===== src/rtl/ser_pkg.sv =====
// Shared frame constants, FSM state type and the CRC-10 step function for
// the single-wire serial link transmitter.
package ser_pkg;

    // Frame geometry
    localparam int FRAME_BITS = 36;
    localparam int DATA_W     = 24;
    localparam int CRC_W      = 10;

    // Bit index landmarks inside a frame
    localparam logic [5:0] IDX_START   = 6'd0;
    localparam logic [5:0] IDX_DATA_LO = 6'd1;
    localparam logic [5:0] IDX_DATA_HI = 6'd24;
    localparam logic [5:0] IDX_CRC_LO  = 6'd25;
    localparam logic [5:0] IDX_CRC_HI  = 6'd34;
    localparam logic [5:0] IDX_STOP    = 6'd35;

    // x^10+x^9+x^5+x^4+x+1, implicit x^10 term dropped
    localparam logic [9:0] CRC_POLY_DEF = 10'h233;

    typedef enum logic [1:0] {
        ST_IDLE = 2'd0,
        ST_SEND = 2'd1,
        ST_GAP  = 2'd2
    } ser_state_e;

    // One step of the non-reflected CRC-10 LFSR, one data bit in.
    function automatic logic [9:0] crc10_step(input logic [9:0] crc,
                                              input logic       bit_in,
                                              input logic [9:0] poly);
        logic fb;
        fb = crc[9] ^ bit_in;
        return {crc[8:0], 1'b0} ^ (fb ? poly : 10'd0);
    endfunction

endpackage


===== src/rtl/ser_crc_10.sv =====
// Bit-serial CRC-10 accumulator: clears while clr is high, absorbs one bit
// per valid cycle, holds its value otherwise.
module crc_10
    import ser_pkg::*;
#(
    parameter logic [9:0] POLY = CRC_POLY_DEF
) (
    input  logic       clk,
    input  logic       rstn,
    input  logic       valid,
    input  logic       indata,
    input  logic       clr,
    output logic [9:0] crc_sum
);

    logic [9:0] crc_r;

    // CRC register: clear has priority over accumulation
    always_ff @(posedge clk or negedge rstn) begin
        if (!rstn) begin
            crc_r <= 10'd0;
        end else if (clr) begin
            crc_r <= 10'd0;
        end else if (valid) begin
            crc_r <= crc10_step(crc_r, indata, POLY);
        end else begin
            crc_r <= crc_r;
        end
    end

    assign crc_sum = crc_r;

endmodule


===== src/rtl/ser.sv =====
// Serial frame transmitter: start(0), 24 data bits MSB first, CRC-10 MSB
// first, stop(0), then an idle-high gap. Each bit lasts BIT_DIV clocks.
module ser
    import ser_pkg::*;
#(
    parameter int unsigned BIT_DIV  = 8,
    parameter int unsigned GAP_BITS = 2,
    parameter logic [9:0]  CRC_POLY = CRC_POLY_DEF
) (
    input  logic        clk,
    input  logic        rstn,
    input  logic [23:0] send_data,
    input  logic        send_req,
    output logic        send_rdy,
    output logic        send_done,
    output logic        tx_busy,
    output logic        tx_data
);

    localparam logic [7:0] DIV_LAST = 8'(BIT_DIV - 1);
    localparam logic [7:0] DIV_PRE  = 8'(BIT_DIV - 2);
    localparam logic [3:0] GAP_LAST = 4'(GAP_BITS - 1);

    ser_state_e  state_r, state_n;
    logic [7:0]  div_r;
    logic [5:0]  idx_r;
    logic [3:0]  gap_r;
    logic [23:0] shift_r;
    logic        tx_r;
    logic        rdy_r;
    logic        busy_r;
    logic        done_r;

    logic        accept_s;
    logic        strobe_s;
    logic        in_data_s;
    logic        crc_valid_s;
    logic        crc_clr_s;
    logic [9:0]  crc_sum_s;
    logic [3:0]  crc_pos_s;
    logic        bit_s;

    assign accept_s    = send_req && (state_r == ST_IDLE);
    assign strobe_s    = (state_r != ST_IDLE) && (div_r == DIV_LAST);
    assign in_data_s   = (idx_r >= IDX_DATA_LO) && (idx_r <= IDX_DATA_HI);
    assign crc_valid_s = strobe_s && (state_r == ST_SEND) && in_data_s;
    assign crc_clr_s   = (state_r == ST_IDLE);
    assign crc_pos_s   = 4'(IDX_CRC_HI - idx_r);

    crc_10 #(
        .POLY(CRC_POLY)
    ) u_crc (
        .clk    (clk),
        .rstn   (rstn),
        .valid  (crc_valid_s),
        .indata (shift_r[23]),
        .clr    (crc_clr_s),
        .crc_sum(crc_sum_s)
    );

    // FSM state register
    always_ff @(posedge clk or negedge rstn) begin
        if (!rstn) begin
            state_r <= ST_IDLE;
        end else begin
            state_r <= state_n;
        end
    end

    // FSM next-state: frame runs to the stop bit, then the gap, then idle
    always_comb begin
        state_n = state_r;
        case (state_r)
            ST_IDLE: begin
                if (accept_s) state_n = ST_SEND;
                else          state_n = ST_IDLE;
            end
            ST_SEND: begin
                if (strobe_s && (idx_r == IDX_STOP)) state_n = ST_GAP;
                else                                 state_n = ST_SEND;
            end
            ST_GAP: begin
                if (strobe_s && (gap_r == GAP_LAST)) state_n = ST_IDLE;
                else                                 state_n = ST_GAP;
            end
            default: state_n = ST_IDLE;
        endcase
    end

    // Bit-time divider: free-runs 0..BIT_DIV-1 while a frame or gap is active
    always_ff @(posedge clk or negedge rstn) begin
        if (!rstn) begin
            div_r <= 8'd0;
        end else if (accept_s || (state_r == ST_IDLE) || strobe_s) begin
            div_r <= 8'd0;
        end else begin
            div_r <= div_r + 8'd1;
        end
    end

    // Bit index and gap counter, both advance on the bit strobe
    always_ff @(posedge clk or negedge rstn) begin
        if (!rstn) begin
            idx_r <= 6'd0;
            gap_r <= 4'd0;
        end else if (accept_s) begin
            idx_r <= 6'd0;
            gap_r <= 4'd0;
        end else if (strobe_s && (state_r == ST_SEND)) begin
            idx_r <= (idx_r == IDX_STOP) ? 6'd0 : idx_r + 6'd1;
            gap_r <= 4'd0;
        end else if (strobe_s && (state_r == ST_GAP)) begin
            idx_r <= idx_r;
            gap_r <= (gap_r == GAP_LAST) ? 4'd0 : gap_r + 4'd1;
        end else begin
            idx_r <= idx_r;
            gap_r <= gap_r;
        end
    end

    // Data shift register: loaded on accept, shifted after each data bit
    always_ff @(posedge clk or negedge rstn) begin
        if (!rstn) begin
            shift_r <= 24'd0;
        end else if (accept_s) begin
            shift_r <= send_data;
        end else if (crc_valid_s) begin
            shift_r <= {shift_r[22:0], 1'b0};
        end else begin
            shift_r <= shift_r;
        end
    end

    // Line bit selection from the current state and bit index
    always_comb begin
        bit_s = 1'b1;
        case (state_r)
            ST_SEND: begin
                if (idx_r == IDX_START) begin
                    bit_s = 1'b0;
                end else if (in_data_s) begin
                    bit_s = shift_r[23];
                end else if ((idx_r >= IDX_CRC_LO) && (idx_r <= IDX_CRC_HI)) begin
                    bit_s = crc_sum_s[crc_pos_s];
                end else begin
                    bit_s = 1'b0;
                end
            end
            ST_IDLE: bit_s = 1'b1;
            ST_GAP:  bit_s = 1'b1;
            default: bit_s = 1'b1;
        endcase
    end

    // Registered outputs; send_done is predicted one cycle early so that it
    // lands on the final gap cycle
    always_ff @(posedge clk or negedge rstn) begin
        if (!rstn) begin
            tx_r   <= 1'b1;
            rdy_r  <= 1'b1;
            busy_r <= 1'b0;
            done_r <= 1'b0;
        end else begin
            tx_r   <= bit_s;
            rdy_r  <= (state_n == ST_IDLE);
            busy_r <= (state_n != ST_IDLE);
            done_r <= (state_r == ST_GAP) && (gap_r == GAP_LAST) && (div_r == DIV_PRE);
        end
    end

    assign tx_data   = tx_r;
    assign send_rdy  = rdy_r;
    assign send_done = done_r;
    // Busy covers the accept cycle itself, before the state has moved
    assign tx_busy   = busy_r || accept_s;

endmodule


===== config.mk =====
export PLATFORM = sky130hd
export DESIGN_NAME = ser
export DESIGN_NICKNAME = d
export VERILOG_FILES = /design/src/rtl/ser_pkg.sv /design/src/rtl/ser_crc_10.sv /design/src/rtl/ser.sv
export SDC_FILE = /design/constraint.sdc
export NUM_CORES = 1
export LEC_CHECK = 0
export CAP_MARGIN = 20
export CORE_MARGIN = 2
export CORE_UTILIZATION = 45
export DETAILED_ROUTE_END_ITERATION = 6
export HOLD_SLACK_MARGIN = 0.08
export PLACE_DENSITY = 0.65
export SLEW_MARGIN = 20
export SYNTH_ARGS = -nofsm -noshare
export SYNTH_HDL_FRONTEND = slang
export SYNTH_SLANG_ARGS = --single-unit

===== constraint.sdc =====
create_clock -name clk -period 4.66 [get_ports clk]
set_input_delay 0.699 -clock clk [delete_from_list [all_inputs] [get_ports clk]]
set_output_delay 0.699 -clock clk [all_outputs]
set_load 0.05 [all_outputs]

After elaboration in Yosys (flattened, before gate mapping)
Index checks and enable logic that the tools add are counted.
{"block": "word_totals", "ff_bits": 58, "out_inout_bits": 4, "elab_cells": 73}
{"block": "classes", "add_sub_neg": 4, "order_cmp": 5, "eq_ne": 6, "mux": 23, "bitwise_logic": 2, "n_reduce_logical": 23}
{"operator": "$mux 24", "count": 2}
{"operator": "$mux 10", "count": 3}
{"operator": "$mux 6", "count": 3}
{"operator": "$eq 8x3->1 const B", "count": 2}
{"operator": "$mux 4", "count": 4}
{"operator": "$logic_and 1x1->1", "count": 11}
{"operator": "$reduce_bool 2->1", "count": 5}
{"operator": "$xor 10x10->10", "count": 1}
{"operator": "$add 8x1->8 const B", "count": 1}
{"operator": "$mux 8", "count": 1}
{"operator": "$add 6x1->6 const B", "count": 1}
{"operator": "$eq 6x6->1 const B", "count": 1}
{"operator": "$ge 6x1->1 const B", "count": 1}
{"operator": "$ge 6x5->1 const B", "count": 1}
{"operator": "$le 6x5->1 const B", "count": 1}
{"operator": "$le 6x6->1 const B", "count": 1}
{"operator": "$logic_not 6->1", "count": 1}
{"operator": "$mux 1", "count": 6}
{"operator": "$pmux 2 s3", "count": 1}
{"operator": "$lt 4x5->1 const B", "count": 1}
{"operator": "$add 4x1->4 const B", "count": 1}
{"operator": "$bmux 1 s4", "count": 1}
{"operator": "$eq 4x1->1 const B", "count": 1}
{"operator": "$logic_not 2->1", "count": 2}
{"operator": "7 further kinds", "count": 10}

Depth between registers and ports, before layout
{"block": "logic_depth", "word_depth": 7, "mapped_depth": 9}

Hierarchy
A second synthesis with hierarchy kept.
{"block": "unflattened", "hier_cells": 273, "area_unflattened_um2": 3086.7}
{"module": "ser", "n_inst": 1, "cells_each": 225, "area_per_inst_um2": 2583.7}
{"module": "crc_10", "n_inst": 1, "cells_each": 48, "area_per_inst_um2": 503.0}

Worst setup path before layout
Ideal clock, no wire load.
{"block": "synth_timing", "path_kind": "input-to-output", "startpoint": "in send_req", "endpoint": "out tx_busy", "arrival_time_ns": 1.670, "required_ns": 3.961, "path_slack_ns": 2.291, "path_stages": 3, "n_path_buf": 1, "path_cell_list": "nor3b_1 -> clkbuf_1 -> or2_2"}
{"block": "synth_between", "elab_chain_cells": 2}
{"item": "start, declared", "line": "ser.sv:13", "source": "input logic send_req,"}
{"item": "$logic_and 1x1->1", "line": "ser.sv:43", "source": "assign accept_s = send_req && (state_r == ST_IDLE);"}
{"item": "$logic_or 1x1->1", "line": "ser.sv:175", "source": "assign tx_busy = busy_r || accept_s;"}
{"item": "end, declared", "line": "ser.sv:16", "source": "output logic tx_busy,"}
No other way between the ends.

Final worst setup path
Same ends and word-level chain as after synthesis.

==> impl_results.md <==
* Fmax at 0.3053 GHz
* Relative max-transition margin at 30.81%
* Dpl ws at 1399 ps
* Lkg Pwr at 1.540 nW
* Type of the worst setup path: primary input to output port
* Min Tclk post-route at 3276 ps
* Cell Area, Synth at 0.003038 mm^2
* CP endpoint: tx_busy
* Clk buf depth at 2
* Reg-to-Reg Start: idx_r[0]$_DFFE_PN0P_
* Status: finished, final reports clean
* Dpl cell area at 0.003348 mm^2
* Register area share after synthesis at 47.86%
* Chip Width at 86.17 um
* Height of the die at 86.17 um
* Synth Instances at 299
* Number of DRC markers in iteration 0 at 167
* CP max stage delay at 790 ps
* Gates resized, CTS repair at 0
* RR Endpoint: shift_r[14]$_DFFE_PN0P_
* Most common cell on crit path: clkdlybuf4s50_1
* Post-route setup TNS at 0 ps
* Diode count at 0
* CP required at 3960 ps
* Max_cap viols at 0
* Startpoint types: primary input
* Hold Worst Slack at 484.7 ps
* Die Area at 0.007424 mm^2
* Post-layout util at 55.17%
* Post-synth ARST share at 100.0%
* Crit-path cells: clkdlybuf4s50_1 -> nor3b_2 -> buf_4 -> or2_2 -> clkdlybuf4s50_1
* Post-synthesis cell type count at 54
* Syn Nets at 333
* Num rows at 29
* Final Cell Area at 0.003543 mm^2
* Port Buf Inserts at 30
* Vias in the first global route at 2333
* Vias per Instance at 5.653
* TritonCTS clock tree: done
* Num CTS Buffers at 9
* CTS root buf: clkbuf_8
* Clock Sinks at 58
* Pin count of the biggest net entering global routing at 59
* Slew Limit Fails at 0
* DRT Pass-1 Iters at 4
* Crit path depth at 5
* DRC errors left at 0
* Dominant register cell in the synthesized netlist: dfrtp_1
* FF-to-FF setup slack at 1880 ps
* # IOs at 31
* Setup crit start: send_req
* CTS Hold Buffers Added at 0
* Layout cells sized above 1 at 12.77%
* Area grow syn2layout at 16.64%
* Synthesis-stage register bit count at 58
* Post-layout nets at 358
* # Post-CTS Setup Buffers at 0
* Critical path's slowest cell: clkdlybuf4s50_1
* RePlAce Congestion at 0.8011
* Clock Latency Late Sink at 340 ps
* Initial antenna violation count at 0
* Total track usage at 19.12%
* Syn avg cell area at 10.16 um^2
* Power Density at 334.8 mW/mm^2
* Global-route wire length before repair at 11060 um
* Final wirelength at 6258 um
* Element type at the critical path end: output port
* Skew final at 9.159 ps
* R2R depth at 7
* Worst IR Drop VDD at 185.0 uV
* Detail Route Antenna Nets at 0
* Routed length per instance at 15.41 um
* Cell taking the most area after synthesis: dfrtp_1
* DP Wirelength at 4022 um
* Final Hold Fails at 0
* Vias at 2295
* EDFF count, synth at 0
* Cell family with most CP delay: buffers and inverters
* Worst setup slack after layout at 1384 ps
* Core footprint at 0.006422 mm^2
* Initial Util at 47.30%
* Final setup vio count at 0
* Worst-path clk slew at 70 ps
* Worst hold path type: primary input to async pin
* CP bufs+invs at 3
* Top cells by area, synth: dfrtp_1 (46%), nand3_1 (4.6%), o21ai_0 (4.4%), nor2_1 (3.1%), and2_1 (2.9%)
* RSZ-0062 raised after global routing: false
* Synth top area share at 46.13%
* Synth warnings at 0
* Final worst path period share at 70.29%
* Gr ovfl total at 0
* Worst path arrival time at 2580 ps
* CTS H-tree lvls at 3
* Crit-path max FO at 21
* Slew @ Worst Pin at 1038 ps
per-stage QoR:
step,cells,power [mW]
global route,406,1.247
floorplan,299,0.6791
finish,406,1.186
detailed placement,390,0.7338
global placement,390,0.7312
CTS,406,1.199
where the power goes:
| part | switching [mW] | internal [mW] | total, mW |
|---|---|---|---|
| Clock | 0.202 | 0.260 | 0.461 |
| Sequential | 0.0383 | 0.555 | 0.593 |
| Combinational | 0.0559 | 0.0761 | 0.132 |
| Total | 0.296 | 0.890 | 1.19 |
synthesized netlist by cell type (all sizes together), types with 2 or more instances:
cell and n:
o21ai 27, ha 7, mux2 2, a31oi 12
nand3 28, and2 14, inv 6, nor2 25
nor3b 2, and3 3, nor2b 4, dfrtp 56
nand2 22, xnor2 7, nand4 3, clkbuf 10
xor2 8, mux2i 4, a221o 13, o21a 2
or2 3, buf 10, dfstp 2, a21oi 4
mux4 2
sequential cells by signal, summed over array words and instances, names as in the netlist, 2 cells and up:
signal         cells
div_r              8
gap_r              4
idx_r              6
shift_r           24
state_r            2
u_crc.crc_sum     10
cell families (layout without fill, tap and decap cells):
family / count (synthesis) / count (layout) / share of synthesized area [%]
compound gates: 73 / 73 / 17.42
fa+ha+maj: 7 / 7 / 2.883
mux: 8 / 8 / 3.542
flops: 58 / 58 / 47.86
xor+xnor: 15 / 15 / 4.325
buf+inv: 26 / 56 / 4.571
simple gates: 112 / 112 / 19.40
cell type report:
| type | count | area, um^2 |
|---|---|---|
| fill | 557 | 2879 |
| sequential | 58 | 1454 |
| multi-input combinational | 215 | 1450 |
| timing repair buffer | 34 | 325.3 |
| clock buffer | 11 | 141.4 |
| tap | 77 | 96.34 |
| clock inverter | 5 | 53.80 |
| inverter | 6 | 22.52 |
how the worst min path moves through the flow:
stage / endpoint / slack, ps / cells past startpoint
after floorplan: busy_r$_DFF_PN0_ / 400 / 0
after global placement: shift_r[7]$_DFFE_PN0P_ / 500 / 1
after detailed placement: shift_r[7]$_DFFE_PN0P_ / 490 / 1
after CTS: shift_r[12]$_DFFE_PN0P_ / 520 / 2
after global routing: shift_r[7]$_DFFE_PN0P_ / 530 / 1
final: shift_r[13]$_DFFE_PN0P_ / 480 / 2
worst reg2reg max path, cell delays in order, from the launching register on:
cell and delay [ps]:
dfrtp_1 500, inv_1 100, ha_1 140, or4b_4 480
o221ai_2 480, nor2_1 300, buf_4 270, a221o_2 390
layer usage:
layer  GRT usage (%)  routed length, um  vias up
met5               0                  0        -
met4           7.792                105        0
met3           5.294                287       12
met2           30.23               2852       47
met1           24.83               3013     1105
li1                -                  -     1131
cell usage in the layout (no fill, tap or decap), types with 2 or more instances in the layout:
| cell type | synthesis | layout |
|---|---|---|
| a21oi_1 | 3 | 3 |
| clkbuf_8 | 0 | 10 |
| a31oi_1 | 12 | 12 |
| mux2_2 | 2 | 2 |
| nor3b_2 | 1 | 2 |
| ha_1 | 7 | 7 |
| nand2_1 | 22 | 22 |
| dfrtp_1 | 56 | 56 |
| nand3_1 | 28 | 28 |
| buf_4 | 2 | 4 |
| and2_1 | 14 | 14 |
| dfstp_2 | 2 | 2 |
| inv_1 | 6 | 6 |
| and3_1 | 3 | 3 |
| mux2i_1 | 4 | 4 |
| o21a_1 | 2 | 2 |
| nor2_1 | 25 | 25 |
| or2_2 | 3 | 3 |
| mux4_2 | 2 | 2 |
| nand4_1 | 3 | 3 |
| nor2b_1 | 4 | 4 |
| a221o_2 | 5 | 5 |
| a221o_1 | 8 | 8 |
| o21ai_0 | 27 | 27 |
| clkdlybuf4s50_1 | 0 | 29 |
| xnor2_1 | 7 | 7 |
| xor2_1 | 8 | 8 |
| clkinv_2 | 0 | 3 |
Power figures use the tool's default switching activity.
